==> src/rtl/sccb_init_seq.sv <==
// Table-driven SCCB configuration sequencer: walks a ROM register table on `go`,
// issues one SCCB write per entry, inserts ms delays, retries failed writes.
module sccb_init_seq #(
    parameter logic [7:0] DEV_ID     = 8'h42,
    parameter int         ADDR_W     = 8,
    parameter int         DELAY_UNIT = 25000,
    parameter int         MAX_RETRY  = 3,
    parameter int         TIMEOUT    = 4096
) (
    input  logic              PCLK,
    input  logic              PRESETN,
    input  logic              go,
    output logic              busy,
    output logic              seq_done,
    output logic              err,
    output logic [ADDR_W-1:0] err_idx,
    output logic [ADDR_W-1:0] rom_addr,
    input  logic [15:0]       rom_data,
    output logic              sccb_start,
    output logic [7:0]        sccb_ip_addr,
    output logic [7:0]        sccb_sub_addr,
    output logic [7:0]        sccb_wdata,
    output logic              sccb_rw,
    input  logic              sccb_done,
    input  logic              sccb_nack,
    output logic [2:0]        dbg_state
);

    // Handshake: sccb_start is a one-cycle request; the core answers with a one-cycle
    // sccb_done, and sccb_nack is meaningful only in that cycle. done outside WAIT is dropped.

    localparam int DLY_W = $clog2(254 * DELAY_UNIT + 1);
    localparam int TO_W  = (TIMEOUT > 1) ? $clog2(TIMEOUT) : 1;
    localparam int RT_W  = (MAX_RETRY > 0) ? $clog2(MAX_RETRY + 1) : 1;

    typedef enum logic [2:0] {
        S_IDLE,
        S_FETCH,
        S_DECODE,
        S_ISSUE,
        S_WAIT,
        S_DELAY,
        S_NEXT,
        S_FINISH
    } state_t;

    state_t            state, state_nxt;
    logic [ADDR_W-1:0] idx;
    logic [RT_W-1:0]   retry_cnt;
    logic [TO_W-1:0]   to_cnt;
    logic [DLY_W-1:0]  dly_cnt;

    logic is_end, is_dly, last_idx, can_retry, wait_ok, wait_fail;

    assign is_end    = (rom_data == 16'hFFFF);
    assign is_dly    = (rom_data[15:8] == 8'hFF) && !is_end;
    assign last_idx  = (idx == {ADDR_W{1'b1}});
    assign can_retry = (retry_cnt < RT_W'(MAX_RETRY));
    // A done pulse always beats a coincident timeout expiry.
    assign wait_ok   = (state == S_WAIT) && sccb_done && !sccb_nack;
    assign wait_fail = (state == S_WAIT) &&
                       ((sccb_done && sccb_nack) || (!sccb_done && (to_cnt == TO_W'(TIMEOUT - 1))));

    assign busy         = (state != S_IDLE);
    assign seq_done     = (state == S_FINISH);
    assign sccb_start   = (state == S_ISSUE);
    assign sccb_ip_addr = DEV_ID;
    assign sccb_rw      = 1'b0;
    assign rom_addr     = idx;
    assign dbg_state    = state;

    always_ff @(posedge PCLK or negedge PRESETN) begin
        if (!PRESETN) state <= S_IDLE;
        else          state <= state_nxt;
    end

    always_comb begin
        state_nxt = state;
        case (state)
            S_IDLE:   if (go) state_nxt = S_FETCH;
            S_FETCH:  state_nxt = S_DECODE;
            S_DECODE: begin
                if (is_end)      state_nxt = S_FINISH;
                else if (is_dly) state_nxt = (rom_data[7:0] == 8'd0) ? S_NEXT : S_DELAY;
                else             state_nxt = S_ISSUE;
            end
            S_ISSUE:  state_nxt = S_WAIT;
            S_WAIT: begin
                if (wait_ok)        state_nxt = S_NEXT;
                else if (wait_fail) state_nxt = can_retry ? S_ISSUE : S_FINISH;
            end
            S_DELAY:  if (dly_cnt == DLY_W'(1)) state_nxt = S_NEXT;
            S_NEXT:   state_nxt = last_idx ? S_FINISH : S_FETCH;
            S_FINISH: state_nxt = S_IDLE;
            default:  state_nxt = S_IDLE;
        endcase
    end

    always_ff @(posedge PCLK or negedge PRESETN) begin
        if (!PRESETN) begin
            idx           <= '0;
            retry_cnt     <= '0;
            to_cnt        <= '0;
            dly_cnt       <= '0;
            err           <= 1'b0;
            err_idx       <= '0;
            sccb_sub_addr <= 8'd0;
            sccb_wdata    <= 8'd0;
        end else begin
            case (state)
                S_IDLE: begin
                    if (go) begin
                        idx       <= '0;
                        retry_cnt <= '0;
                        err       <= 1'b0;
                    end
                end
                S_DECODE: begin
                    if (is_dly) begin
                        dly_cnt <= DLY_W'(rom_data[7:0]) * DLY_W'(DELAY_UNIT);
                    end else if (!is_end) begin
                        sccb_sub_addr <= rom_data[15:8];
                        sccb_wdata    <= rom_data[7:0];
                    end
                end
                S_ISSUE: to_cnt <= '0;
                S_WAIT: begin
                    to_cnt <= to_cnt + TO_W'(1);
                    if (wait_fail) begin
                        if (can_retry) begin
                            retry_cnt <= retry_cnt + RT_W'(1);
                        end else begin
                            err     <= 1'b1;
                            err_idx <= idx;
                        end
                    end
                end
                S_DELAY: dly_cnt <= dly_cnt - DLY_W'(1);
                S_NEXT: begin
                    retry_cnt <= '0;
                    // The table never wraps: the last index finishes the sequence.
                    if (!last_idx) idx <= idx + ADDR_W'(1);
                end
                default: ;
            endcase
        end
    end

endmodule

==> config.mk <==
export PLATFORM = sky130hd
export DESIGN_NAME = sccb_init_seq
export DESIGN_NICKNAME = d
export VERILOG_FILES = /design/src/rtl/sccb_init_seq.sv
export SDC_FILE = /design/constraint.sdc
export NUM_CORES = 1
export LEC_CHECK = 0
export CELL_PAD_IN_SITES_DETAIL_PLACEMENT = 0
export CELL_PAD_IN_SITES_GLOBAL_PLACEMENT = 1
export CORE_MARGIN = 2
export CORE_UTILIZATION = 39
export DETAILED_ROUTE_END_ITERATION = 16
export PLACE_DENSITY_LB_ADDON = 0.1
export SYNTH_ARGS = -nofsm -noshare
export SYNTH_HDL_FRONTEND = slang
export SYNTH_SLANG_ARGS = --single-unit
==> constraint.sdc <==
create_clock -name PCLK -period 2 [get_ports PCLK]
set_input_delay 0.2 -clock PCLK [delete_from_list [all_inputs] [get_ports PCLK]]
set_output_delay 0.2 -clock PCLK [all_outputs]
set_load 0.03 [all_outputs]
==> impl_summary.txt, run 1 <==
----------------------------------------------------
[Routing]
  Total via count after detailed routing ... 4,712
  Met3 routed wirelength ... 409 um
  Ratio of routed vias to standard cells ... 5.15
  Highest routing layer actually used ... met4
  Met1 WL ... 5890 um
  Total Wirelength ... 13,800 um
  Number of design-rule violations left by the first detailed-router iteration ... 198
  WL/cell ... 15.1 um
  Pre-Repair DR Iteration Count ... 5
  Met2 layer wire length in the routed design ... 7110 um
  Number of remaining DRC errors ... 0
  Post-DRT Antenna Nets ... 0

[Synthesis]
  Most common flop cell mapped by yosys ... dfrtp_1
  Area share of and/or/nand/nor cells after synthesis ... 17.7%
  Unique masters post-synth ... 55
  Cell Area, Synth ... 5160 sq um
  Avg Cell Area, Syn ... 9.37 sq um
  Sequential area share after synthesis ... 35.4%
  Arithmetic-cell share of the synthesized area counting full adders, half adders and majority gates ... 19.9%
  Post-Syn Instances ... 551
  Async set or reset register ratio after synthesis ... 100%
  Warning count from the yosys run ... 0
  Area fraction in compound gates after synthesis ... 15.7%
  Dominant combinational cell family by area after synthesis ... adder cells
  Synthesis-stage register bit count ... 73
  Multiplexer fraction of the synthesized cell area ... 4.05%
  Post-Synth XOR/XNOR Area ... 2.88%
  Post-synth EDFFs ... 0

[Worst setup path]
  Arrival @ worst endpoint ... 3380 ps
  Crit-path max FO ... 3
  Buffers and inverters on the worst path ... 4
  R2R Path Start ... dly_cnt[7]$_DFFE_PN0P_
  Most prevalent standard cell on the critical path ... ha_4
  FF-to-FF path depth ... 7
  Slowest library cell on the worst path ... fa_1
  Dominant delay contributor by cell family on the critical path ... adder cells
  Critical Path, Cell by Cell ... buf_8 > ha_4 > ha_4 > inv_2 > fa_1 > inv_1 > fa_1 > ha_4 > nor2b_4 > o211ai_1 > a31oi_2 > a41oi_2 > buf_4 > xor2_1 > a221oi_1
  Endpoint class of the critical path ... register
  Endpoint of the worst register-to-register path ... dly_cnt[14]$_DFFE_PN0P_
  Worst R2R Setup Slack ... -100 ps
  Delay of the slowest critical-path stage ... 480 ps
  Worst EP required ... 2240 ps
  Kind of start point of the critical path ... input port
  Critical path start-end classification ... in -> reg

[Finish]
  Post-synthesis to final-layout area growth ... 46.7%
  Share of post-route cells with drive strength above 1 ... 31.7%
  Commonest non-fill, non-tap cell in the layout ... buf_4
  Highest-count cells in the layout ignoring fill and taps ... 118 x buf_4, 72 x dfrtp_1, 55 x nand2_1, 48 x nor2_1, 47 x clkdlybuf4s50_1
  Number of antenna repair diodes ... 0
  Number of fill cells ... 1,164
  Final-stage net count ... 830

[Die]
  Core ar. ... 13,100 sq um
  Die Height ... 119 um
  Placement Rows ... 42
  Top-level port count ... 69
  Chip Width ... 119 um
  Starting density of the core ... 39.5%
  DIE AREA ... 14,200 sq um

[Clock tree]
  H-tree lvl count ... 3
  Clock tree from TritonCTS ... yes
  Root Driver ... clkbuf_16
  Clk sink count ... 73
  Worst skew pair latency ... 340 ps
  Clock transition at path regs ... 60 ps
  Clock tree buffer depth ... 2
  CTS buffer count ... 9

[GRT]
  Global-route wire length before repair ... 23,500 um
  Number of global-route vias before repair ... 4,904
  Antenna violations before repair ... 0
  Maximum number of pins on one net before global-route repair ... 55
  GR Util All Layers ... 20.7%
  Overflow after GRT ... 0

[Timing]
  Final period util ... 157%
  Final number of max-transition violations ... 0
  Maximum clock rate ... 319 MHz
  Final-report setup violation count ... 15
  Hold Vio Cnt, Final ... 0
  Post-layout minimum cycle time ... 3140 ps
  Setup repair after global routing missed its margin ... true
  Clock Skews ... 5.05 ps
  Min Hold Slack ... 294 ps
  Final worst slack ... -1140 ps

[Min path]
  Worst hold path type ... in -> reg
  Hold wc startpoint ... rom_data[6]
  Hold path cells ... 4
  WHS Endpoint ... sccb_wdata[6]$_DFFE_PN0P_

[Run status]
  Failing checks ... setup timing
  Outcome ... finished with violations

[Placement]
  Quantity of I/O buffers inserted on ports ... 59
  Placer's final routability congestion estimate ... 0.780
  Post-detail-place hpwl ... 10,600 um
  Placement Setup Slack ... -2030 ps

[Power and ir drop]
  Standby leakage power ... 0.00345 uW
  Power density over cell area ... 1130 nW/um^2
  Maximum resistive drop on vdd ... 0.598 mV

[Flow run]
  Max-cap viol count ... 0

----------------------------------------------------
cell families after synthesis:
kind of cell | Yosys count
other cells | 2
xor+xnor | 17
compound gates | 131
mux | 19
flops | 73
fa+ha+maj | 75
buf+inv | 47
simple gates | 187
synthesized netlist by cell type, drive strengths merged (4+ instances only):
master / number / area share (%)
o31ai: 6 / 0.87
dfrtp: 73 / 35
or2: 4 / 0.48
mux2: 15 / 3.3
a31oi: 9 / 1.1
nand2b: 5 / 0.61
and3: 7 / 0.85
nor3: 16 / 1.6
inv: 24 / 1.7
nand4: 8 / 0.97
buf: 13 / 1.7
nand2: 55 / 4.0
clkbuf: 10 / 0.73
mux2i: 4 / 0.78
xor2: 10 / 1.7
a21oi: 32 / 3.1
xnor2: 7 / 1.2
a21o: 4 / 0.58
a221oi: 4 / 0.68
nand3: 25 / 2.5
o21ai: 44 / 4.3
or4: 4 / 0.73
o211ai: 5 / 0.73
fa: 12 / 4.7
ha: 63 / 15
a211oi: 10 / 1.6
nor2: 50 / 3.6
through the flow:
| stage | std cells | setup TNS, ps | cell area, sq um | utilization (%) | power [uW] |
|---|---|---|---|---|---|
| final | 915 | -12100 | 7570 | 57.9 | 8550 |
| after global routing | 915 | -13790 | 7570 | 57.9 | 9160 |
| after CTS | 913 | -12990 | 7470 | 57.1 | 8430 |
| after detailed placement | 893 | -29740 | 6990 | 53.4 | 6580 |
| after global placement | 893 | -28570 | 6990 | 53.4 | 6480 |
| after floorplan | 558 | -12800 | 5360 | - | 4730 |
worst max-delay path by stage:
| stage | start | endpoint | slack, ps | cells after the start |
|---|---|---|---|---|
| finish | rom_data[2] | dly_cnt[17]$_DFFE_PN0P_ | -1140 | 15 |
| global route | rom_data[2] | dly_cnt[17]$_DFFE_PN0P_ | -1240 | 15 |
| CTS | rom_data[2] | dly_cnt[17]$_DFFE_PN0P_ | -1170 | 15 |
| detailed placement | rom_data[4] | dly_cnt[21]$_DFFE_PN0P_ | -2030 | 15 |
| global placement | rom_data[4] | dly_cnt[21]$_DFFE_PN0P_ | -1980 | 15 |
| floorplan | rom_data[4] | dly_cnt[21]$_DFFE_PN0P_ | -1260 | 14 |
cell type report:
type / count / area [sq um] / share of cell area, %
clock buffer: 11 / 253 / 3.34
tap: 176 / 220 / 2.91
timing repair buffer: 188 / 1600 / 21.2
sequential: 73 / 1830 / 24.1
clock inverter: 5 / 53.8 / 0.711
multi-input combinational: 438 / 3520 / 46.5
inverter: 24 / 90.1 / 1.19
sequential cells by signal, summed over array words and instances, names as in the netlist:
name,count
to_cnt,12
retry_cnt,2
sccb_wdata,8
sccb_sub_addr,8
err,1
dbg_state,3
dly_cnt,23
err_idx,8
rom_addr,8
routing by layer:
metal	global-route usage, %	vias to the layer above
met1	24.7	2273
li1	-	2334
met5	0	-
met3	4.31	28
met4	8.11	0
met2	36.5	77
worst reg2reg max path, cell delays in order, from the launching register on:
cell      delay [ps]
dfrtp_1          410
nor4_4           320
nand3_1          150
or3_1            370
buf_4            160
nor3_1           310
nor3_1           100
a221oi_2         200
power breakdown:
group          switching [uW]  internal (uW)
clock network             643           1030
registers                 277           1880
logic                    2480           2240
total                    3400           5150
what timing repair did:
action                                  4_1_cts  5_1_grt
resized for setup                            62       30
hold buffers                                  1        0
hold endpoints to repair                     19        0
buffers inserted                              3        2
endpoints found under the setup margin       31       28
pin swaps                                    28       37
Note: power is estimated with default switching activity, not from simulation.
==> inputs of run 2 (changes only) <==
CORE_ASPECT_RATIO = 1.2   (was unset)
PLACE_DENSITY = 0.88   (was unset)
PLACE_DENSITY_LB_ADDON = unset   (was 0.1)
==> impl_summary.txt, run 2 (synthesis gave the netlist of run 1 again) <==
----------------------------------------------------
[Timing]
  Hold Vio Cnt, Final ... 0 (unchanged)
  Clock Skews ... 8.45 ps (was 5.05 ps)
  Post-layout minimum cycle time ... 3130 ps (was 3140 ps)
  Final period util ... 156% (was 157%)
  Maximum clock rate ... 320 MHz (was 319 MHz)
  Final worst slack ... -1130 ps (was -1140 ps)
  Setup repair after global routing missed its margin ... true (unchanged)
  Final number of max-transition violations ... 0 (unchanged)
  Final-report setup violation count ... 15 (unchanged)

[GRT]
  Met2 track demand over resource ... 36.9% (was 36.5%)
  Global-route wire length before repair ... 22,400 um (was 23,500 um)
  Number of global-route vias before repair ... 4,820 (was 4,904)
  Overflow after GRT ... 0 (unchanged)
  Layer with the highest usage ... met2 (unchanged)
  GRT met3 Usage ... 3.15% (was 4.31%)
  Antenna violations before repair ... 0 (unchanged)
  Met1 usage in global routing ... 23.1% (was 24.7%)
  GR Util All Layers ... 20.0% (was 20.7%)
  Maximum number of pins on one net before global-route repair ... 74 (was 55)

[Power and ir drop]
  Sequential share of power ... 25.6% (was 25.3%)
  Standby leakage power ... 0.00342 uW (was 0.00345 uW)
  Part of the power in the clock network ... 19.8% (was 19.6%)
  Overall power after layout ... 8580 uW (was 8550 uW)
  Power density over cell area ... 1130 nW/um^2 (about the same)
  Switching share of power ... 39.1% (was 39.7%)
  Net load switching power ... 3350 uW (was 3400 uW)
  P_int ... 5230 uW (was 5150 uW)
  Maximum resistive drop on vdd ... 0.632 mV (was 0.598 mV)
  Part of the power in combinational logic ... 54.6% (was 55.2%)

[Worst setup path]
  Critical path start-end classification ... in -> reg (unchanged)
  Slowest library cell on the worst path ... fa_1 (unchanged)
  Arrival @ worst endpoint ... 3360 ps (was 3380 ps)
  Worst EP required ... 2230 ps (was 2240 ps)
  Dominant delay contributor by cell family on the critical path ... adder cells (unchanged)
  Most prevalent standard cell on the critical path ... ha_4 (unchanged)
  Buffers and inverters on the worst path ... 4 (unchanged)
  Crit-path max FO ... 3 (unchanged)
  Kind of start point of the critical path ... input port (unchanged)
  Delay of the slowest critical-path stage ... 490 ps (was 480 ps)
  Endpoint class of the critical path ... register (unchanged)
  Critical Path, Cell by Cell ... buf_8 > ha_4 > ha_4 > inv_2 > fa_1 > inv_1 > fa_1 > ha_4 > nor2b_4 > o211ai_1 > a31oi_2 > a41oi_2 > buf_4 > xor2_1 > a221oi_1 (unchanged)

[Routing]
  Post-DRT Antenna Nets ... 0 (unchanged)
  Number of design-rule violations left by the first detailed-router iteration ... 261 (was 198)
  Total Wirelength ... 13,300 um (was 13,800 um)
  Total via count after detailed routing ... 4,728 (was 4,712)
  Pre-Repair DR Iteration Count ... 5 (unchanged)
  Ratio of routed vias to standard cells ... 5.20 (was 5.15)
  WL/cell ... 14.7 um (was 15.1 um)
  Number of remaining DRC errors ... 0 (unchanged)

[Die]
  Die Height ... 130 um (was 119 um)
  Top-level port count ... 69 (unchanged)
  DIE AREA ... 14,200 sq um (about the same)
  Placement Rows ... 46 (was 42)
  Starting density of the core ... 39.5% (about the same)
  Chip Width ... 109 um (was 119 um)
  Core ar. ... 13,100 sq um (about the same)

[Run status]
  Outcome ... finished with violations (unchanged)
  Failing checks ... setup timing (unchanged)

[Finish]
  Post-synthesis to final-layout area growth ... 47.1% (was 46.7%)
  Largest register by flop count ... dly_cnt (unchanged)
  Number of flip-flops under the largest register name ... 23 (unchanged)
  Final-stage net count ... 833 (was 830)
  Final core utilization ... 58.1% (was 57.9%)
  Number of fill cells ... 1,077 (was 1,164)
  Commonest non-fill, non-tap cell in the layout ... buf_4 (unchanged)
  Registers with the most flip-flops ... dly_cnt x23, to_cnt x12 (unchanged)
  Highest-count cells in the layout ignoring fill and taps ... 126 x buf_4, 72 x dfrtp_1, 55 x nand2_1, 49 x nor2_1, 48 x clkdlybuf4s50_1 (was 118 x buf_4, 72 x dfrtp_1, 55 x nand2_1, 48 x nor2_1, 47 x clkdlybuf4s50_1)
  Share of post-route cells with drive strength above 1 ... 31.0% (was 31.7%)
  Number of antenna repair diodes ... 0 (unchanged)

[Flow run]
  Max-cap viol count ... 0 (unchanged)

[Clock tree]
  Worst skew pair latency ... 330 ps (was 340 ps)
  CTS buffer count ... 9 (unchanged)
  Clock tree from TritonCTS ... yes (unchanged)
  H-tree lvl count ... 3 (unchanged)
  Clock tree buffer depth ... 2 (unchanged)
  Root Driver ... clkbuf_16 (unchanged)
  Clock transition at path regs ... 60 ps (about the same)
  Clk sink count ... 73 (unchanged)

[Placement]
  Quantity of I/O buffers inserted on ports ... 59 (unchanged)
  Placer's final routability congestion estimate ... 0.880 (was 0.780)
  Post-detail-place hpwl ... 10,400 um (was 10,600 um)

[Min path]
  Worst hold path type ... in -> reg (unchanged)

----------------------------------------------------
run 2: worst register-to-register path, stage by stage (launching register included):
cell and delay [ps]:
dfrtp_1 380, or4_4 550, nand4b_4 220, or4_4 510, nand3_1 100, o21a_1 120
o21ai_1 60
run 2: path summary, 6_finish.rpt:
check,start,endpoint,slack (ps),cells after the start
min,rom_data[0],dly_cnt[3]$_DFFE_PN0P_,370,5
min in group asynchronous,PRESETN,rom_addr[4]$_DFFE_PN0P_,430,3
max reg2reg,dly_cnt[12]$_DFFE_PN0P_,dly_cnt[18]$_DFFE_PN0P_,-40,6
max in group asynchronous,PRESETN,dbg_state[0]$_DFFE_PN0P_,1230,3
max,rom_data[4],dly_cnt[17]$_DFFE_PN0P_,-1130,15
min reg2reg,sccb_wdata[4]$_DFFE_PN0P_,sccb_wdata[4]$_DFFE_PN0P_,480,2
run 2: power by group through the flow:
stage / clock network, uW / registers (uW) / logic (uW)
final: 1700 / 2190 / 4680
after global routing: 1810 / 2260 / 5130
after CTS: 1740 / 2190 / 4530
after detailed placement: 0 / 2210 / 4280
after global placement: 0 / 2180 / 4170
after floorplan: 0 / 2640 / 2090
run 2: timing repair:
action                                  CTS  global route
hold endpoints to repair                 73             0
gates resized for setup                  61            17
setup buffers                             6             8
endpoints found under the setup margin   26            25
hold buffers                              1             0
pin swaps                                32            39
run 2: area by class of cell:
| type | count | area, sq um | area share [%] |
|---|---|---|---|
| inverter | 24 | 90.1 | 1.19 |
| multi-input combinational | 438 | 3530 | 46.6 |
| clock buffer | 11 | 233 | 3.07 |
| timing repair buffer | 191 | 1620 | 21.3 |
| tap | 168 | 210 | 2.77 |
| sequential | 73 | 1830 | 24.1 |
| clock inverter | 5 | 80.1 | 1.05 |
run 2: through the flow:
step                      cells  worst slack (ps)  setup TNS (ps)  hold slack (ps)  instance area, sq um
after global placement      881             -1940          -27430              257                  6940
after global routing        910             -1240          -14130              388                  7590
after floorplan             558             -1260          -12800            -95.6                  5360
final                       910             -1130          -12530              369                  7590
after CTS                   903             -1170          -13760              371                  7470
after detailed placement    881             -2060          -29910              262                  6940
run 2: metal layers:
layer / vias up / share of wire, %
li1: 2341 / -
met1: 2256 / 41
met2: 105 / 52
met3: 26 / 4.3
met4: 0 / 2.7
met5: - / 0
